--- config.mk ---
export PLATFORM = sky130hd
export DESIGN_NAME = mcl_axil_rx_fifo_chain
export DESIGN_NICKNAME = d
export VERILOG_FILES = /design/src/rtl/mcl_axil_rx_fifo_chain.sv
export SDC_FILE = /design/constraint.sdc
export NUM_CORES = 1
export LEC_CHECK = 0
export CAP_MARGIN = 15
export CORE_MARGIN = 2
export CORE_UTILIZATION = 28
export DETAILED_ROUTE_END_ITERATION = 8
export PLACE_DENSITY = 0.44
export SYNTH_ARGS = -nofsm -noshare
export SYNTH_HDL_FRONTEND = slang
export SYNTH_SLANG_ARGS = --single-unit
--- constraint.sdc ---
create_clock -name clk_i -period 9.9 [get_ports clk_i]
set_input_delay 1.485 -clock clk_i [delete_from_list [all_inputs] [get_ports clk_i]]
set_output_delay 1.485 -clock clk_i [all_outputs]
set_load 0.02 [all_outputs]
--- src/rtl/mcl_axil_rx_fifo_chain.sv ---
// mcl_axil_rx_fifo_chain
//   Host-to-AXI-Lite request RX path. A wide host word is split into ratio_lp narrow beats,
//   least-significant slice first. The beats go into an els_lp-deep 1r1w FIFO, and the number
//   of free FIFO slots is reported to the host as a credit count.
//
// Ports
//   clk_i            rising-edge clock
//   reset_i          synchronous active-high reset; clears all state
//   fifo_req_i       wide request word
//   fifo_req_v_i     wide word valid
//   fifo_req_ready_o wide word accepted when valid & ready
//   axil_req_o       narrow beat at the FIFO head (don't-care when not valid)
//   axil_req_v_o     FIFO non-empty
//   axil_req_ready_i consumer ready; pop = axil_req_v_o & axil_req_ready_i
//   req_credits_o    free FIFO entries, 0..els_lp
//
// Build option
//   MCL_RX_FIFO_ASSERT_EN: adds simulation-only parameter and runtime checks. It does not
//   change functional behaviour.
module mcl_axil_rx_fifo_chain #(
  parameter int unsigned host_width_p = 128,
  parameter int unsigned axil_width_p = 32,
  parameter int unsigned credits_p    = 4,
  localparam int unsigned ratio_lp     = host_width_p / axil_width_p,
  localparam int unsigned els_lp       = ratio_lp * credits_p,
  localparam int unsigned cnt_width_lp = $clog2(els_lp + 1)
) (
  input  logic                    clk_i,
  input  logic                    reset_i,
  input  logic [host_width_p-1:0] fifo_req_i,
  input  logic                    fifo_req_v_i,
  output logic                    fifo_req_ready_o,
  output logic [axil_width_p-1:0] axil_req_o,
  output logic                    axil_req_v_o,
  input  logic                    axil_req_ready_i,
  output logic [cnt_width_lp-1:0] req_credits_o
);

  localparam int unsigned IdxW = (ratio_lp > 1) ? $clog2(ratio_lp) : 1;
  localparam int unsigned PtrW = (els_lp > 1) ? $clog2(els_lp) : 1;

  // ---------------------------------------------------------------------------
  // PISO: holding register plus slice index
  // ---------------------------------------------------------------------------
  logic [host_width_p-1:0] piso_data_q;
  logic [IdxW-1:0]         piso_idx_q, piso_idx_d;
  logic                    piso_full_q, piso_full_d;
  logic                    piso_last;
  logic [axil_width_p-1:0] piso_beat;
  logic                    accept;

  // FIFO side signals used by the PISO
  logic                    push, pop;
  logic                    fifo_full_q, fifo_full_d;
  logic                    fifo_empty_q, fifo_empty_d;

  assign piso_last = (piso_idx_q == IdxW'(ratio_lp - 1));
  assign piso_beat = piso_data_q[piso_idx_q * axil_width_p +: axil_width_p];

  // A slice moves into the FIFO whenever one is held and the FIFO has room.
  assign push = piso_full_q & ~fifo_full_q;

  // Ready also in the cycle the last slice leaves, so back-to-back words stream without a bubble.
  assign fifo_req_ready_o = ~piso_full_q | (push & piso_last);
  assign accept           = fifo_req_v_i & fifo_req_ready_o;

  always_comb begin
    piso_idx_d  = piso_idx_q;
    piso_full_d = piso_full_q;
    if (accept) begin
      piso_full_d = 1'b1;
      piso_idx_d  = '0;
    end else if (push) begin
      if (piso_last) begin
        piso_full_d = 1'b0;
      end else begin
        piso_idx_d = piso_idx_q + 1'b1;
      end
    end
  end

  always_ff @(posedge clk_i) begin
    if (reset_i) begin
      piso_full_q <= 1'b0;
      piso_idx_q  <= '0;
    end else begin
      piso_full_q <= piso_full_d;
      piso_idx_q  <= piso_idx_d;
    end
  end

  // Data carries no reset; it is only observed while piso_full_q is set.
  always_ff @(posedge clk_i) begin
    if (accept) begin
      piso_data_q <= fifo_req_i;
    end
  end

  // ---------------------------------------------------------------------------
  // FIFO: circular buffer, depth need not be a power of two
  // ---------------------------------------------------------------------------
  logic [axil_width_p-1:0] mem_q [els_lp];
  logic [PtrW-1:0]         wr_ptr_q, wr_ptr_d;
  logic [PtrW-1:0]         rd_ptr_q, rd_ptr_d;

  function automatic logic [PtrW-1:0] ptr_inc(input logic [PtrW-1:0] p);
    return (p == PtrW'(els_lp - 1)) ? '0 : p + 1'b1;
  endfunction

  assign pop          = ~fifo_empty_q & axil_req_ready_i;
  assign axil_req_v_o = ~fifo_empty_q;
  assign axil_req_o   = mem_q[rd_ptr_q];

  always_comb begin
    wr_ptr_d     = wr_ptr_q;
    rd_ptr_d     = rd_ptr_q;
    fifo_full_d  = fifo_full_q;
    fifo_empty_d = fifo_empty_q;
    if (push) wr_ptr_d = ptr_inc(wr_ptr_q);
    if (pop)  rd_ptr_d = ptr_inc(rd_ptr_q);
    if (push && !pop) begin
      fifo_empty_d = 1'b0;
      fifo_full_d  = (ptr_inc(wr_ptr_q) == rd_ptr_q);
    end else if (pop && !push) begin
      fifo_full_d  = 1'b0;
      fifo_empty_d = (ptr_inc(rd_ptr_q) == wr_ptr_q);
    end
  end

  always_ff @(posedge clk_i) begin
    if (reset_i) begin
      wr_ptr_q     <= '0;
      rd_ptr_q     <= '0;
      fifo_full_q  <= 1'b0;
      fifo_empty_q <= 1'b1;
    end else begin
      wr_ptr_q     <= wr_ptr_d;
      rd_ptr_q     <= rd_ptr_d;
      fifo_full_q  <= fifo_full_d;
      fifo_empty_q <= fifo_empty_d;
    end
  end

  // No write-to-read bypass: a pushed beat becomes visible the following cycle.
  always_ff @(posedge clk_i) begin
    if (push) begin
      mem_q[wr_ptr_q] <= piso_beat;
    end
  end

  // ---------------------------------------------------------------------------
  // Credits: free entries, registered
  // ---------------------------------------------------------------------------
  logic [cnt_width_lp-1:0] credits_q, credits_d;

  always_comb begin
    credits_d = credits_q;
    unique case ({push, pop})
      2'b10:   credits_d = credits_q - 1'b1;
      2'b01:   credits_d = credits_q + 1'b1;
      default: credits_d = credits_q;
    endcase
  end

  always_ff @(posedge clk_i) begin
    if (reset_i) begin
      credits_q <= cnt_width_lp'(els_lp);
    end else begin
      credits_q <= credits_d;
    end
  end

  assign req_credits_o = credits_q;

`ifdef MCL_RX_FIFO_ASSERT_EN
  if (ratio_lp * axil_width_p != host_width_p) begin : g_chk_ratio
    $fatal(1, "host_width_p must be an integer multiple of axil_width_p");
  end
  if (credits_p == 0) begin : g_chk_credits
    $fatal(1, "credits_p must be non-zero");
  end

  always_ff @(posedge clk_i) begin
    if (!reset_i) begin
      if (push && fifo_full_q)  $error("push while FIFO full");
      if (pop && fifo_empty_q)  $error("pop while FIFO empty");
      if (credits_q > cnt_width_lp'(els_lp)) $error("credits out of range: %0d", credits_q);
    end
  end
`endif

endmodule

======== After elaboration in Yosys (flattened, before gate mapping) ========
Memory sizes are Yosys's and may differ from the RTL's. A register that Yosys moved wholly into a read port is not among the register bits.
Cells that the tools add are included.
storage, ports and cells
  register bits after elaboration ......... 146
  latch bits .............................. 0
  memory bits (writable) .................. 512
  ROM bits ................................ 0
  output and inout port bits .............. 39
  memories kept ........................... 1
operators by class
  $add $sub $neg .......................... 5
  $mul .................................... 0
  divide/modulo/power cells ............... 0
  $lt $le $gt $ge ......................... 0
  equal/unequal tests ..................... 7
  shift operators ......................... 1
  muxes and demuxes ....................... 14
  bitwise operators ....................... 9
  reductions and logical operators ........ 11
memory list
  memory  depth  width  rd ports  clocked after memory_dff  write ports  line  RTL
  mem_q   16     32     1         1                         1            102   logic [axil_width_p-1:0] mem_q [els_lp];
operators with widths
  kind                                                                count
  128-bit by 8-bit variable part select with 32-bit output            1
  4-bit 2-to-1 mux                                                    4
  5-bit case mux with 2 select lines                                  1
  1-bit 2-to-1 mux                                                    9
  4-bit by 1-bit adder with 4-bit output, second input constant       2
  4-bit == test                                                       2
  4-bit == test, second input constant                                2
  2-bit nonzero test                                                  4
  5-bit by 1-bit adder with 5-bit output, second input constant       1
  5-bit by 1-bit subtractor with 5-bit output, second input constant  1
  1-bit AND                                                           4
  2-bit == test, second input constant                                2
  1-bit NOT                                                           4
  2-bit AND reduction                                                 2
  2-bit by 1-bit adder with 2-bit output, second input constant       1
  2-bit by 1-bit == test with 1-bit output, second input constant     1
  1-bit logical AND                                                   2
  1-bit logical NOT                                                   2
  2-bit OR reduction                                                  1
  1-bit OR                                                            1

======== Depth between registers and ports, before layout ========
Gate-level depths: netlist of the first run.
  depth after elaboration ................. 7
  depth in mapped cells ................... 9
  gate-level depth less buffers ........... 9

======== Worst setup path after synthesis of the first run ========
OpenSTA, ideal clock, no wires.
  path type ............................... input port to flip-flop
  start point ............................. in fifo_req_v_i
  end point ............................... reg piso_data_q[0] (enable)
  library setup time ...................... 0.503 ns
  arrival ................................. 4.451 ns
  slack ................................... 4.946 ns
  stages on the path ...................... 1
  buffers on the path ..................... 0
  path through ............................ and2_1
between the ends
  cells in the longest elaborated chain, start to end .. 1
ends and longest elaborated chain
  item                    line  RTL
  start: declaration      31    input logic fifo_req_v_i,
  1-bit AND               65    assign accept = fifo_req_v_i & fifo_req_ready_o;
  end signal: assignment  95    piso_data_q <= fifo_req_i;
  end: declaration        45    logic [host_width_p-1:0] piso_data_q;
No other way between the ends.
A chain may end at the register's enable or synchronous reset.

==> results of run 1 <==
-- worst min path at each step --
stage / start / to / slack, ps / cells past startpoint
final: fifo_full_q / fifo_full_q / 490 / 2
after global routing: fifo_full_q / fifo_full_q / 500 / 2
after CTS: fifo_full_q / fifo_full_q / 500 / 2
after detailed placement: fifo_full_q / fifo_full_q / 490 / 2
after global placement: fifo_full_q / fifo_full_q / 490 / 2
after floorplan: fifo_full_q / fifo_full_q / 450 / 2
-- cell families after synthesis --
logic type	after synthesis	share of synthesized area [%]
AO/OA/AOI/OAI	22	0.550
XOR/XNOR	15	0.521
adder cells (fa/ha/maj)	12	0.625
buffers and inverters	60	1.78
flip-flops	662	77.9
multiplexers	196	17.4
AND/OR/NAND/NOR	59	1.23
-- final cells by class --
| cell class | count | area, um2 |
|---|---|---|
| diodes | 1 | 2.50 |
| clock buffers | 89 | 1930 |
| clock inverters | 38 | 322 |
| fillers | 8282 | 59100 |
| inverters | 10 | 37.5 |
| multi-input cells | 304 | 5160 |
| flip-flops and latches | 662 | 19700 |
| well taps | 1176 | 1470 |
| repair buffers | 192 | 1880 |
-- cell usage after synthesis --
library cell  count  area, um2
edfxtp_1        640      19200
mux4_2          186       4190
dfxtp_1          22        440
buf_6            16        180
nor2_1           16       60.1
clkbuf_1         13       48.8
ha_1             11        138
inv_1            10       37.5
nand2_1          10       37.5
xnor2_1          10       87.6
a21oi_1           9       45.0
clkbuf_8          9        124
and2_1            8       50.1
buf_2             8       40.0
mux4_1            6        158
xor2_1            5       43.8
and3_1            4       25.0
mux2i_1           4       40.0
nand3_1           4       20.0
nor3_1            4       20.0
a311oi_1          3       26.3
and4_1            3       26.3
buf_1             3       11.3
nor2b_1           3       18.8
a211oi_1          2       15.0
a21o_1            2       15.0
a31oi_1           2       12.5
and4b_1           2       20.0
nand2b_1          2       12.5
o21ai_0           2       10.0
buf_4             1       7.51
fa_1              1       20.0
nor3b_1           1       7.51
nor4_1            1       6.26
o22ai_1           1       6.26
o2bb2ai_1         1       8.76
or3_1             1       6.26
-- metal layers --
metal | track usage [%] | wire length [um] | up-vias
met5 | 0 | 0 | -
met4 | 3.90 | 1190 | 0
met3 | 2.63 | 3040 | 77
met2 | 20.7 | 28300 | 302
met1 | 17.7 | 26800 | 6111
li1 | - | - | 4820
-- sequential cells by signal, indices dropped and copies added, names as in the netlist, named ones only --
signal and flops:
mem_q 512, piso_data_q 128, req_credits_o 5, rd_ptr_q 4, wr_ptr_q 4, piso_idx_q 2, fifo_empty_q 1, fifo_full_q 1
piso_full_q 1
-- worst max-delay path, stage by stage (launching register included) --
cell and delay (ps):
dfxtp_4 890, buf_12 660, mux4_2 610, mux4_2 480, clkdlybuf4s50_1 610
-- report_power, final --
group / leakage [nW] / switching (mW) / internal, mW
sequential: 6.02 / 0.0395 / 3.18
combinational: 2.17 / 0.259 / 0.236
clock: 1.10 / 1.06 / 1.51
-- through the flow --
stage	cells	instance area (um2)
final	2472	30500
after global routing	2471	30500
after CTS	2471	30500
after detailed placement	2344	28200
after global placement	2344	28200
after floorplan	1026	25200
==> impl_metrics.json, run 1 <==
{
  "coreArea_um2": 89600,
  "worstPathArrival_ps": 4010,
  "path_clk_slew_ps": 60,
  "dp_slack_ps": 4910,
  "drtIter0Drc": 799,
  "hold_viol": 0,
  "yosysSeqAreaShare_pct": 77.9,
  "antenna_found_initial": 0,
  "synth.ff_latch_count": 662,
  "grt_first_pass_wirelength_um": 86500,
  "ioPinCount": 171,
  "ctsRootBufferMaster": "clkbuf_16",
  "period_minus_slack_ps": 5490,
  "syn_to_final_growth_pct": 20.8,
  "clock.fmax_ghz": 0.182,
  "grt.overflow.total": 0,
  "drc_errors": 0,
  "drv_cap": 0,
  "cts_sinks": 662,
  "endpoint_kind": "output port",
  "hold_ws_ps": 490,
  "first_pass_iters": 5,
  "tightest_slew_ps": 1070,
  "final_common_cell": "edfxtp_1",
  "dpl.hpwl_um": 32000,
  "ant_nets": 0,
  "postCtsHoldBufs": 0,
  "vdd_ir_drop_max_v": 0.000111,
  "required_ps": 8420,
  "setup_viol": 0,
  "r2r_start": "piso_idx_q[0]",
  "reg2reg_to": "piso_data_q[11]",
  "drv_slew": 0,
  "final_nets": 1384,
  "setup_slack_ps": 4410,
  "yosysUniqueCellTypes": 37,
  "die-area_um2": 92500,
  "yosys_warnings": 0,
  "syn_avg_cell_area_um2": 24.6,
  "gp_congestion": 0.696,
  "period_share_pct": 55.5,
  "netlist_area_um2": 25200,
  "relSlewSlack_pct": 28.4,
  "start_util_pct": 28.2,
  "insertion_delay_ps": 600,
  "ff2ff_setup_slack_ps": 6270,
  "cp_max_fo": 93,
  "finalClockSkew_ps": 17.2,
  "fin_util_pct": 34.0,
  "vias": 11300,
  "startpoint_type": "register",
  "port-buffer-count": 170,
  "grt_max_degree": 94,
  "outcome": "completed",
  "syn_inst": 1026,
  "wl_per_cell_um": 24.0,
  "cts_buffers": 70,
  "cts_buffer_depth": 3,
  "rsz0062_at_grt": "false",
  "grt_pass1_vias": 12400,
  "p_per_area_nw_per_um2": 206,
  "cts_resized": 0,
  "num_rows": 110,
  "vias_per_cell": 4.58,
  "reg2regPathDepth": 6,
  "power.total_mw": 6.29,
  "path_class": "register to output port",
  "syn-num-nets": 1170,
  "final_cell_mix": "640 x edfxtp_1, 186 x mux4_2, 170 x clkdlybuf4s50_1",
  "drt-total-wl_um": 59300,
  "die_y_um": 304,
  "fin_tns_setup_ps": 0,
  "cts_setup_buffers": 0,
  "cts_tree": "done",
  "leakage_nw": 9.29,
  "cts-htree-levels": 3,
  "drive_gt1_share_pct": 25.3,
  "die_w_um": 304,
  "hold_class": "register to register",
  "endpoint": "axil_req_o[16]",
  "grt.total_usage_pct": 12.9
}
Note: power is estimated with default switching activity, not from simulation.
==> run 2, diff against run 1 <==
clock period = 5.2 ns   (was 9.9 ns; I/O delays follow)
==> run 2 against run 1 <==
Compared with the run above: first-iteration DRC count up 1.9%; clock power increased by 89%; cell area rose by 0.23%; core utilization up 0.078 points; hold slack improved by 4.0 ps; clock-buffer cell count is 3 higher; non-clock buffer count increased by 3; critical path depth stayed put; sequential power rose by 90%; critical endpoint is now axil_req_o[13]; largest power group unchanged.
==> impl_metrics.json, run 2 (same netlist as run 1, synthesis figures left out) <==
{
  "outcome": "completed",
  "period_minus_slack_ps": 4200,
  "pwr-share-comb_pct": 8.1,
  "cts_buffer_depth": 3,
  "cts_resized": 0,
  "coreArea_um2": 89600,
  "largest_register_ffs": 512,
  "clock.fmax_ghz": 0.238,
  "slowest_stage": "dfxtp_4",
  "wl_per_cell_um": 24.0,
  "rsz0062_at_grt": "false",
  "vias": 11200,
  "startpoint_type": "register",
  "finalClockSkew_ps": 20.8,
  "grt_max_degree": 77,
  "port-buffer-count": 170,
  "die_w_um": 304,
  "first_pass_iters": 5,
  "hold_class": "register to register",
  "drc_errors": 0,
  "swShare_pct": 21.9,
  "regMostFlops": "mem_q",
  "post-place-cells": 2347,
  "vias_per_cell": 4.54,
  "power.total_mw": 12.0,
  "start_util_pct": 28.2,
  "path_class": "register to output port",
  "cts_buffers": 71,
  "num_rows": 110,
  "gp_congestion": 0.690,
  "drv_slew": 0,
  "dpl.hpwl_um": 33900,
  "cp_max_fo": 26,
  "fillCellCount": 8279,
  "grt.total_usage_pct": 12.9,
  "leakage_nw": 9.30,
  "ant_nets": 0,
  "relSlewSlack_pct": 35.7,
  "p_int_mw": 9.34,
  "final_common_cell": "edfxtp_1",
  "cts_tree": "done",
  "cp_cell_sequence": "buf_4 -> mux4_1 -> mux4_2 -> clkdlybuf4s50_1",
  "p_per_area_nw_per_um2": 391,
  "worstPathArrival_ps": 3420,
  "path_clk_slew_ps": 60,
  "vdd_ir_drop_max_v": 0.000229,
  "place_area_um2": 28300,
  "reg2regPathDepth": 6,
  "period_share_pct": 80.7,
  "cpPeakStageDelay_ps": 720,
  "final_nets": 1388,
  "tightest_slew_ps": 965,
  "die-area_um2": 92500,
  "hold_viol": 0,
  "cts_sinks": 662,
  "stdcell_count": 2476,
  "switchingPower_mw": 2.62,
  "fin_util_pct": 34.1,
  "final_cell_mix": "640 x edfxtp_1, 186 x mux4_2, 170 x clkdlybuf4s50_1",
  "syn_to_final_growth_pct": 21.0,
  "grt_pass1_vias": 12500,
  "drive_gt1_share_pct": 25.2,
  "power_frac_seq_pct": 51.2,
  "hold_path_startpoint": "fifo_full_q",
  "die_y_um": 304,
  "insertion_delay_ps": 600,
  "drtIter0Drc": 814,
  "grt.overflow.total": 0,
  "fin_area_um2": 30500,
  "required_ps": 4420,
  "drv_cap": 0,
  "r2r_start": "piso_idx_q[1]",
  "fin_tns_setup_ps": 0,
  "endpoint_kind": "output port",
  "grt_first_pass_wirelength_um": 86500,
  "drt-total-wl_um": 59400,
  "clock_power_share_pct": 40.7,
  "ioPinCount": 171,
  "setup_viol": 0,
  "ctsRootBufferMaster": "clkbuf_16",
  "antenna_found_initial": 2,
  "cts-htree-levels": 3,
  "cts_setup_buffers": 0,
  "hold_path_depth": 2,
  "postCtsHoldBufs": 0
}
-- run 2: cell count changes in the layout (fill, tap and decap cells not counted), sizes merged --
cell and delta:
bufinv -2, buf +3, inv -1, clkinvlp +1, clkbuf +3
-- run 2: power groups by stage --
| stage | logic, mW | clock network (mW) | registers (mW) |
|---|---|---|---|
| floorplan | 0.577 | 0 | 6.22 |
| global placement | 0.983 | 0 | 6.24 |
| detailed placement | 0.996 | 0 | 6.24 |
| CTS | 0.997 | 5.01 | 6.13 |
| global route | 1.05 | 5.21 | 6.14 |
| finish | 0.965 | 4.87 | 6.12 |
-- run 2: per-stage QoR --
stage / hold slack, ps / setup WS (ps)
floorplan: 451 / 548
global placement: 479 / 1540
detailed placement: 485 / 1520
CTS: 494 / 861
global route: 521 / 794
finish: 494 / 1000
-- run 2: final cells by class --
type	count	area, um2	area share [%]
Antenna cell	1	2.50	0.00819
Timing Repair Buffer	195	1980	6.47
Multi-Input combinational cell	304	5160	16.9
Sequential cell	662	19700	64.4
Inverter	10	37.5	0.123
Clock buffer	92	1970	6.46
Tap cell	1176	1470	4.82
Clock inverter	36	250	0.819
-- run 2: metal layers --
| layer | routed length (um) | vias to the layer above | GRT usage [%] | share of wire (%) |
|---|---|---|---|---|
| met5 | 0 | - | 0 | 0 |
| met4 | 1040 | 0 | 3.71 | 1.8 |
| met3 | 2720 | 71 | 2.42 | 4.6 |
| met2 | 28700 | 261 | 21.1 | 48 |
| met1 | 26900 | 6054 | 17.7 | 45 |
| li1 | - | 4846 | - | - |
-- run 2: worst paths after layout --
kind	to	slack [ps]
worst min register to register	fifo_full_q	490
worst min-delay path	fifo_full_q	490
worst max-delay path	axil_req_o[13]	1000
worst max register to register	piso_data_q[8]	2170
-- run 2: worst max-delay path, delay by kind of cell (launching register included) --
kind | cells | cell delay, ps
multiplexers | 2 | 1090
flip-flops | 1 | 720
buffers and inverters | 2 | 970
